--- src/rtl/pid_pkg.sv ---
// Shared definitions for the PID controller and its PWM output stage.
//   PID_D_WIDTH  - default controller data width (signed duty width)
//   pwm_state_t  - dead-time FSM state encoding
//   sat_abs()    - |v| saturated to a limit; the most-negative input does not wrap
package pid_pkg;

    localparam int PID_D_WIDTH = 18;

    typedef enum logic [2:0] {
        SAFE,
        LO_ON,
        DEAD_R,
        HI_ON,
        DEAD_F
    } pwm_state_t;

    // Callers sign-extend to 32 bits. The magnitude is formed in 33 bits so
    // that -2**31 still yields a positive result before the clamp.
    function automatic logic [31:0] sat_abs(input logic signed [31:0] v,
                                            input logic [31:0]        limit);
        logic [32:0] m;
        m = v[31] ? ({1'b0, ~v} + 33'd1) : {1'b0, v};
        return (m > {1'b0, limit}) ? limit : m[31:0];
    endfunction

endpackage

--- src/rtl/pwm_deadband.sv ---
// Complementary gate generator with dead-time insertion.
// Ports:
//   clock, reset  - system clock, asynchronous active-high reset
//   raw           - ungapped PWM request (1 = high side wanted)
//   pwm_en        - 0 forces SAFE (both gates off) on the next cycle
//   force_off     - direction reversal at a period boundary; kicks HI_ON into DEAD_F
//   gate_hi/lo    - registered gate drives, never both high
module pwm_deadband
    import pid_pkg::*;
#(
    parameter int DEAD = 8
) (
    input  logic clock,
    input  logic reset,
    input  logic raw,
    input  logic pwm_en,
    input  logic force_off,
    output logic gate_hi,
    output logic gate_lo
);

    localparam int             DW    = (DEAD < 2) ? 1 : $clog2(DEAD);
    localparam logic [DW-1:0]  DLAST = DW'(DEAD - 1);

    pwm_state_t    state, nxt;
    logic [DW-1:0] dcnt, dcnt_nxt;
    logic          done;

    assign done = (dcnt == DLAST);

    // dcnt_nxt defaults to zero, so every entry into a timed state starts a
    // fresh DEAD-cycle interval.
    always_comb begin
        nxt      = state;
        dcnt_nxt = '0;
        if (!pwm_en) begin
            nxt = SAFE;
        end else if (force_off && state == HI_ON) begin
            nxt = DEAD_F;
        end else begin
            case (state)
                SAFE: begin
                    if (done) nxt = LO_ON;
                    else      dcnt_nxt = dcnt + 1'b1;
                end
                LO_ON: begin
                    if (raw) nxt = DEAD_R;
                end
                HI_ON: begin
                    if (!raw) nxt = DEAD_F;
                end
                DEAD_R, DEAD_F: begin
                    // Re-sample raw after the gap: a pulse shorter than DEAD
                    // simply returns to the state it came from.
                    if (done) nxt = raw ? HI_ON : LO_ON;
                    else      dcnt_nxt = dcnt + 1'b1;
                end
                default: nxt = SAFE;
            endcase
        end
    end

    always_ff @(posedge clock or posedge reset) begin
        if (reset) begin
            state   <= SAFE;
            dcnt    <= '0;
            gate_hi <= 1'b0;
            gate_lo <= 1'b0;
        end else begin
            state   <= nxt;
            dcnt    <= dcnt_nxt;
            gate_hi <= (nxt == HI_ON);
            gate_lo <= (nxt == LO_ON);
        end
    end

endmodule

--- src/rtl/pwm_deadtime_gen.sv ---
// PWM output stage for the PID loop: signed duty -> half-bridge gates + direction.
// Duty is double-buffered (shadow -> active at the period boundary).
// Optional macro PWM_CENTER_ALIGNED_EN selects an up/down triangle counter;
// undefined gives an edge-aligned sawtooth.
// Ports:
//   clock, reset   - system clock, asynchronous active-high reset
//   pwm_en         - 0 forces both gates off
//   duty_in        - signed duty command, captured on duty_valid
//   duty_valid     - one-cycle capture strobe
//   gate_hi/lo     - gate drives with dead-time
//   dir            - 1 = negative command in force
//   period_start   - high during the cycle the counter sits at the bottom
//   active_mag     - duty magnitude currently in force
module pwm_deadtime_gen
    import pid_pkg::*;
#(
    parameter int D_WIDTH   = PID_D_WIDTH,
    parameter int CNT_WIDTH = 13,
    parameter int PERIOD    = 4096,
    parameter int DEAD      = 8
) (
    input  logic                      clock,
    input  logic                      reset,
    input  logic                      pwm_en,
    input  logic signed [D_WIDTH-1:0] duty_in,
    input  logic                      duty_valid,
    output logic                      gate_hi,
    output logic                      gate_lo,
    output logic                      dir,
    output logic                      period_start,
    output logic [CNT_WIDTH:0]        active_mag
);

    localparam logic [CNT_WIDTH-1:0] CNT_TOP = CNT_WIDTH'(PERIOD - 1);

    logic [CNT_WIDTH-1:0] cnt;
    logic                 wrap;
    logic [CNT_WIDTH:0]   mag_in, shadow_mag;
    logic                 dir_in, shadow_dir, new_dir;
    logic                 raw, force_off;

    assign mag_in = (CNT_WIDTH+1)'(sat_abs(32'(duty_in), 32'(PERIOD)));
    assign dir_in = duty_in[D_WIDTH-1];

`ifdef PWM_CENTER_ALIGNED_EN
    logic up;

    // Triangle 0..PERIOD-1..0; the bottom turn is the only load point.
    always_ff @(posedge clock or posedge reset) begin
        if (reset) begin
            cnt <= '0;
            up  <= 1'b1;
        end else if (up) begin
            if (cnt == CNT_TOP) begin
                up  <= 1'b0;
                cnt <= cnt - 1'b1;
            end else begin
                cnt <= cnt + 1'b1;
            end
        end else begin
            if (cnt == CNT_WIDTH'(1)) up <= 1'b1;
            cnt <= cnt - 1'b1;
        end
    end

    assign wrap = !up && (cnt == CNT_WIDTH'(1));
`else
    always_ff @(posedge clock or posedge reset) begin
        if (reset) cnt <= '0;
        else       cnt <= wrap ? '0 : cnt + 1'b1;
    end

    assign wrap = (cnt == CNT_TOP);
`endif

    // A strobe landing on the wrap cycle bypasses the shadow so it takes
    // effect in the period that is just starting.
    assign new_dir   = duty_valid ? dir_in : shadow_dir;
    assign force_off = wrap && (new_dir != dir);

    always_ff @(posedge clock or posedge reset) begin
        if (reset) begin
            shadow_mag   <= '0;
            shadow_dir   <= 1'b0;
            active_mag   <= '0;
            dir          <= 1'b0;
            period_start <= 1'b0;
        end else begin
            period_start <= wrap;
            if (duty_valid) begin
                shadow_mag <= mag_in;
                shadow_dir <= dir_in;
            end
            if (wrap) begin
                active_mag <= duty_valid ? mag_in : shadow_mag;
                dir        <= new_dir;
            end
        end
    end

    assign raw = ({1'b0, cnt} < active_mag);

    pwm_deadband #(
        .DEAD(DEAD)
    ) u_deadband (
        .clock    (clock),
        .reset    (reset),
        .raw      (raw),
        .pwm_en   (pwm_en),
        .force_off(force_off),
        .gate_hi  (gate_hi),
        .gate_lo  (gate_lo)
    );

endmodule

--- config.mk ---
export PLATFORM = sky130hd
export DESIGN_NAME = pwm_deadtime_gen
export DESIGN_NICKNAME = d
export VERILOG_FILES = /design/src/rtl/pid_pkg.sv /design/src/rtl/pwm_deadband.sv /design/src/rtl/pwm_deadtime_gen.sv
export SDC_FILE = /design/constraint.sdc
export NUM_CORES = 1
export LEC_CHECK = 0
export ABC_AREA = 1
export CAP_MARGIN = 5
export CORE_MARGIN = 2
export CORE_UTILIZATION = 41
export DETAILED_ROUTE_END_ITERATION = 16
export GPL_TIMING_DRIVEN = 0
export MAX_ROUTING_LAYER = met4
export PLACE_DENSITY_LB_ADDON = 0.15
export SLEW_MARGIN = 10
export SYNTH_ARGS = -nofsm -noshare
export SYNTH_HDL_FRONTEND = slang
export SYNTH_SLANG_ARGS = --single-unit
--- constraint.sdc ---
create_clock -name clock -period 2 [get_ports clock]
set_input_delay 0.4 -clock clock [delete_from_list [all_inputs] [get_ports clock]]
set_output_delay 0.4 -clock clock [all_outputs]
set_load 0.05 [all_outputs]
==> impl_metrics.csv, run 1 <==
group,metric,value,unit
clock_network,htree_levels,2,
worst_setup_path,crit_required,2.23,ns
synth,synth_area,3300,µm²
global_routing,grt_overflow,0,
global_routing,grt_max_degree,38,
sta,finalMaxSlewViolations,0,
detailed_routing,drt_pass1_iterations,4,
sta,setup_viol,0,
clock_network,tritoncts,"done",
synth,synth_cells,436,
sta,fin_worst_skew,0.00578,ns
sta,fmax,514,MHz
outcome,run_status,"complete, no violations",
synth,ys.flop_type,"dfrtp_1",
sta,hold_viol_final,0,
floorplanning,chipHeight,93.7,µm
global_routing,antenna_found_initial,0,
synth,synth_top_area_share,39.4,%
finish,fin_area,4180,µm²
finish,drive_gt1_share,21.0,%
synth,synthAdderAreaFrac,6.07,%
synth,syn_nets,474,
synth,synth_compound_area_share,5.65,%
detailed_routing,postRouteWirelength,7350,µm
clock_network,cts_buffers,5,
synth,synth_edf_count,0,
detailed_routing,num_vias,2917,
worst_setup_path,worst_path_largest_cell_delay,0.44,ns
global_routing,grt_pass1_wl,12200,µm
floorplanning,die_area,8780,µm²
detailed_routing,drc_errors,0,
detailed_routing,ant_nets,0,
global_routing,track_usage,17.5,%
floorplanning,initial_core_util,42.5,%
worst_setup_path,worstPathArrival,2.18,ns
worst_setup_path,end_kind,"flip-flop",
worst_setup_path,r2r_cells,10,
global_routing,grt_pass1_vias,2702,
synth,yosysMostFrequentCell,"nand2_1",
worst_setup_path,r2r_slack,0.05,ns
synth,synth_top_family_by_area,"simple AND/OR/NAND/NOR gates",
finish,diodes,0,
worst_setup_path,cp_cell_sequence,"ha_4 > nand3_4 > nor2_4 > nand2_4 > nor4_4 > nand3_2 > nor2_4 > buf_6 > nand3_2 > o21ai_2",
placed_design,io_buffers,38,
clock_network,cts.sinks,52,
clock_network,cts.path.max_buffers,2,
sta,min_period,1.95,ns
worst_setup_path,rr_startpoint,"cnt[0]",
synth,muxShareOfSynthArea,0,%
placed_design,dpl_cell_area,3830,µm²
placed_design,gp_congestion,0.811,
sta,worst_slew_pin_slew,0.510,ns
synth,yosys-top-cells-count,"nand2_1 (134), inv_1 (57), dfrtp_1 (52)",
finish,final_util,53.8,%
floorplanning,die_w,93.7,µm
synth,synthArstFlopShare,100,%
worst_setup_path,crit_path_max_fanout,4,
detailed_routing,detail_route.iter0.violations,128,
finish,nets,533,
finish,syn_to_final_growth,26.8,%
synth,yosysSeqAreaShare,39.4,%
synth,synth_area_leaders,"dfrtp_1 (39%), nand2_1 (15%), inv_1 (6.5%), ha_1 (6.1%), nor2_1 (4.6%)",
floorplanning,boundaryPins,40,
detailed_routing,post_drt_wl_per_cell,12.3,µm
sta,period_share,97.4,%
floorplanning,row_count,32,
clock_network,clk_pin_slew,0.09,ns
worst_setup_path,critPathKind,"flip-flop to flip-flop",
synth,ys_types,36,
flow_run,maxCapViolations,0,
synth,synth_area_leader_cell,"dfrtp_1",
synth,ys_ff_latch,52,
detailed_routing,post_drt_via_cell_ratio,4.88,
clock_network,clockRootBuffer,"clkbuf_8",
placed_design,place_hpwl,5480,µm
min_path,hold_path_class,"input port to asynchronous set/reset pin",
power,peakVddDrop,0.325,mV
floorplanning,core-area,7770,µm²
power,p_leak,0.00223,µW
synth,synth_warnings,0,
sta,slew_headroom,65.9,%
worst_setup_path,slowest_stage,"dfrtp_1",
sta,rsz0062_at_grt,"yes",
worst_setup_path,cp-start-kind,"flip-flop",
synth,yosys.area_share.simple,36.7,%
worst_setup_path,r2r-end,"active_mag[12]",
synth,synth_xor_area_share,2.39,%
sta,tns,0,ns
power,power_density,499,nW/µm²
synth,postSynthAreaPerCell,7.57,µm²
clock_network,clk_latency,0.30,ns
critical path: cells and delay by family, from the launching register on:
kind            cells  cell delay [ns]
buf+inv             1             0.13
flops               1             0.44
simple gates        7             1.08
compound gates      1             0.06
fa+ha+maj           1             0.18
flip-flops by register name, indices dropped and copies added (netlist names):
| name | count |
|---|---|
| dir | 1 |
| cnt | 13 |
| period_start | 1 |
| u_deadband.gate_lo | 1 |
| u_deadband.gate_hi | 1 |
| active_mag | 14 |
| u_deadband.state | 3 |
| u_deadband.dcnt | 3 |
| shadow_dir | 1 |
| shadow_mag | 14 |
metal layers:
layer  wire length (µm)  global-route usage, %
met5                  0                      -
met4                 37                   2.54
met3                262                   2.73
met2               3450                   27.2
met1               3600                   25.0
cell type report:
type                    count  area, µm²
well taps                 102        128
multi-input cells         313       1810
fillers                   757       3580
plain buffers               9       95.1
flip-flops and latches     52       1300
inverters                  62        234
repair buffers             52        509
clock buffers               6       72.6
clock inverters             2       35.0
how the worst max path moves through the flow:
stage	to	cells after the start	slack, ns	from
floorplan	u_deadband.gate_lo	11	0.12	active_mag[7]
global placement	u_deadband.state[1]	2	-0.67	reset
detailed placement	active_mag[11]	16	-0.54	duty_in[0]
CTS	u_deadband.gate_lo	13	0.01	cnt[0]
global route	active_mag[0]	10	-0.08	cnt[0]
finish	active_mag[12]	10	0.05	cnt[0]
power breakdown:
group	internal (µW)	total (µW)	switching [µW]
clock	372	714	342
combinational	124	306	182
sequential	1060	1070	4.69
total	1560	2090	528
per-stage QoR:
step	power, µW	hold WS, ns	std cells	setup WS [ns]
floorplan	1270	0.413	436	0.120
global placement	1350	0.433	576	-0.672
detailed placement	1360	0.435	577	-0.539
CTS	2110	0.396	591	0.0109
global route	2180	0.426	598	-0.0821
finish	2090	0.387	598	0.0529
cells in the final DEF, fill, tap and decap left out, types with 7 or more instances in the layout:
cell / count
a21oi_1: 16
buf_4: 11
clkdlybuf4s50_1: 24
dfrtp_1: 51
dlygate4sd2_1: 8
ha_1: 14
inv_1: 56
nand2_1: 129
nand2_2: 20
nand3_1: 24
nand3_2: 12
nand4_1: 7
nor2_1: 34
nor2_2: 11
xor2_1: 7
what timing repair did:
item / 4_1_cts / 5_1_grt
pin swaps: 7 / 23
resized for setup: 22 / 36
endpoints found under the setup margin: 31 / 32
gates cloned: 1 / 0
endpoints found under the hold margin: 0 / 0
buffers inserted: 5 / 8
hold buffers: 0 / 0
kinds of logic after synthesis:
group | Yosys count
adders and majority gates | 16
xor gates and xnor gates | 9
and+or+nand+nor | 256
AOI/OAI and AO/OA | 32
buffers and inverters | 71
DFF | 52
Note: power is estimated with default switching activity, not from simulation.
==> run 2, diff against run 1 <==
--- a/config.mk
+++ b/config.mk
@@ -11,7 +11,6 @@
 export CORE_UTILIZATION = 41
 export DETAILED_ROUTE_END_ITERATION = 16
 export GPL_TIMING_DRIVEN = 0
-export MAX_ROUTING_LAYER = met4
 export PLACE_DENSITY_LB_ADDON = 0.15
 export SLEW_MARGIN = 10
 export SYNTH_ARGS = -nofsm -noshare
==> impl_metrics.csv, run 2 (synthesis gave the netlist of run 1 again) <==
group,metric,value,unit
global_routing,grt_pass1_vias,2703,
min_path,hold_path_class,"input port to asynchronous set/reset pin",
worst_setup_path,critPathLaunch,"cnt[0]",
clock_network,clk_pin_slew,0.09,ns
placed_design,io_buffers,38,
worst_setup_path,r2r_slack,0.05,ns
floorplanning,boundaryPins,40,
detailed_routing,ant_nets,0,
finish,nFillCells,757,
sta,setup_viol,0,
global_routing,antenna_found_initial,0,
detailed_routing,post_drt_wl_per_cell,12.3,µm
clock_network,cts.sinks,52,
floorplanning,die_area,8780,µm²
sta,slew_headroom,65.9,%
worst_setup_path,cp-start-kind,"flip-flop",
sta,period_share,97.3,%
worst_setup_path,rr_startpoint,"cnt[0]",
detailed_routing,postRouteWirelength,7340,µm
clock_network,clockRootBuffer,"clkbuf_8",
finish,diodes,0,
finish,fin_area,4180,µm²
clock_network,cts_buffers,5,
detailed_routing,post_drt_via_cell_ratio,4.89,
finish,syn_to_final_growth,26.8,%
detailed_routing,drt_pass1_iterations,5,
finish,drive_gt1_share,21.0,%
worst_setup_path,crit_path_max_fanout,4,
flow_run,maxCapViolations,0,
global_routing,grt_overflow,0,
detailed_routing,detail_route.iter0.violations,118,
power,power_density,499,nW/µm²
sta,tns,0,ns
finish,nets,533,
global_routing,grt_pass1_wl,12200,µm
outcome,run_status,"complete, no violations",
floorplanning,chipHeight,93.7,µm
worst_setup_path,worstPathArrival,2.18,ns
power,peakVddDrop,0.325,mV
detailed_routing,num_vias,2922,
clock_network,cts_hold_buf,0,
sta,fmax,514,MHz
clock_network,clk_latency,0.30,ns
sta,worst_slew_pin_slew,0.510,ns
global_routing,grt_max_degree,38,
placed_design,gp_congestion,0.800,
sta,fin_worst_skew,0.00632,ns
placed_design,place_hpwl,5480,µm
detailed_routing,drc_errors,0,
worst_setup_path,end_kind,"flip-flop",
floorplanning,core-area,7770,µm²
worst_setup_path,cp_cell_sequence,"ha_4 > nand3_4 > nor2_4 > nand2_4 > nor4_4 > nand3_2 > nor2_4 > buf_6 > nand3_2 > o21ai_2",
floorplanning,row_count,32,
placed_design,dpl_cell_area,3830,µm²
clock_network,htree_levels,2,
global_routing,track_usage,17.1,%
clock_network,tritoncts,"done",
power,p_leak,0.00223,µW
worst_setup_path,worst_path_largest_cell_delay,0.44,ns
worst_setup_path,crit_required,2.23,ns
sta,finalMaxSlewViolations,0,
worst_setup_path,slowest_stage,"dfrtp_1",
finish,top_regs,"active_mag (14), shadow_mag (14), cnt (13)",
clock_network,cts.path.max_buffers,2,
worst_setup_path,critPathKind,"flip-flop to flip-flop",
sta,min_period,1.95,ns
finish,layout_commonest_cell,"nand2_1",
floorplanning,die_w,93.7,µm
finish,final_cell_mix,"nand2_1 (129), inv_1 (56), dfrtp_1 (51)",
floorplanning,initial_core_util,42.5,%
sta,rsz0062_at_grt,"yes",
sta,hold_viol_final,0,
[run 2: cell counts in the layout (fill, tap and decap cells not counted)]
Identical to the previous run, type by type.
[run 2: final timing paths]
kind | to | depth (start not counted)
max in group asynchronous | cnt[5] | 3
worst min register to register | u_deadband.dcnt[0] | 1
worst min-delay path | cnt[9] | 2
worst max-delay path | active_mag[12] | 10
worst max register to register | active_mag[12] | 10
min in group clock | u_deadband.dcnt[0] | 1
[run 2: area by class of cell]
cell class                 instances  area, µm²  area share [%]
clock buffer                       6       72.6            1.73
clock inverter                     2       35.0           0.838
inverter                          62        234            5.59
tap                              102        128            3.05
multi-input combinational        313       1810            43.2
sequential                        52       1300            31.1
timing repair buffer              52        509            12.2
buffer                             9       95.1            2.27
[run 2: what timing repair did]
action / in CTS / in global routing
resized for setup: 22 / 36
endpoints found under the setup margin: 31 / 32
pin swaps: 7 / 23
setup buffers: 5 / 8
gates cloned: 1 / 0
[run 2: stage by stage]
stage                     setup WS, ns  util [%]  total power (µW)  instances  hold WS [ns]
after floorplan                  0.120         -              1270        436         0.413
after global placement          -0.672      49.0              1350        576         0.433
after detailed placement        -0.539      49.3              1360        577         0.435
after CTS                       0.0109      52.2              2110        591         0.396
after global routing           -0.0821      53.8              2180        598         0.426
final                           0.0535      53.8              2090        598         0.387
[run 2: worst max-delay path, delay by kind of cell, from the launching register on]
kind / cells / cell delay, ns
and+or+nand+nor: 7 / 1.08
adders and majority gates: 1 / 0.18
DFF: 1 / 0.44
buffers and inverters: 1 / 0.13
AOI/OAI and AO/OA: 1 / 0.06
[run 2: report_power, final]
group	internal (µW)	total (µW)	switching, µW
clock network	372	711	339
registers	1060	1070	4.72
logic	124	305	181
[run 2: per-layer routing]
metal	vias up	share of wire, %	GRT usage [%]
met5	-	0	0
met4	0	0.14	2.54
met3	3	3.2	2.89
met2	52	48	27.1
met1	1370	49	25.0
li1	1497	-	-
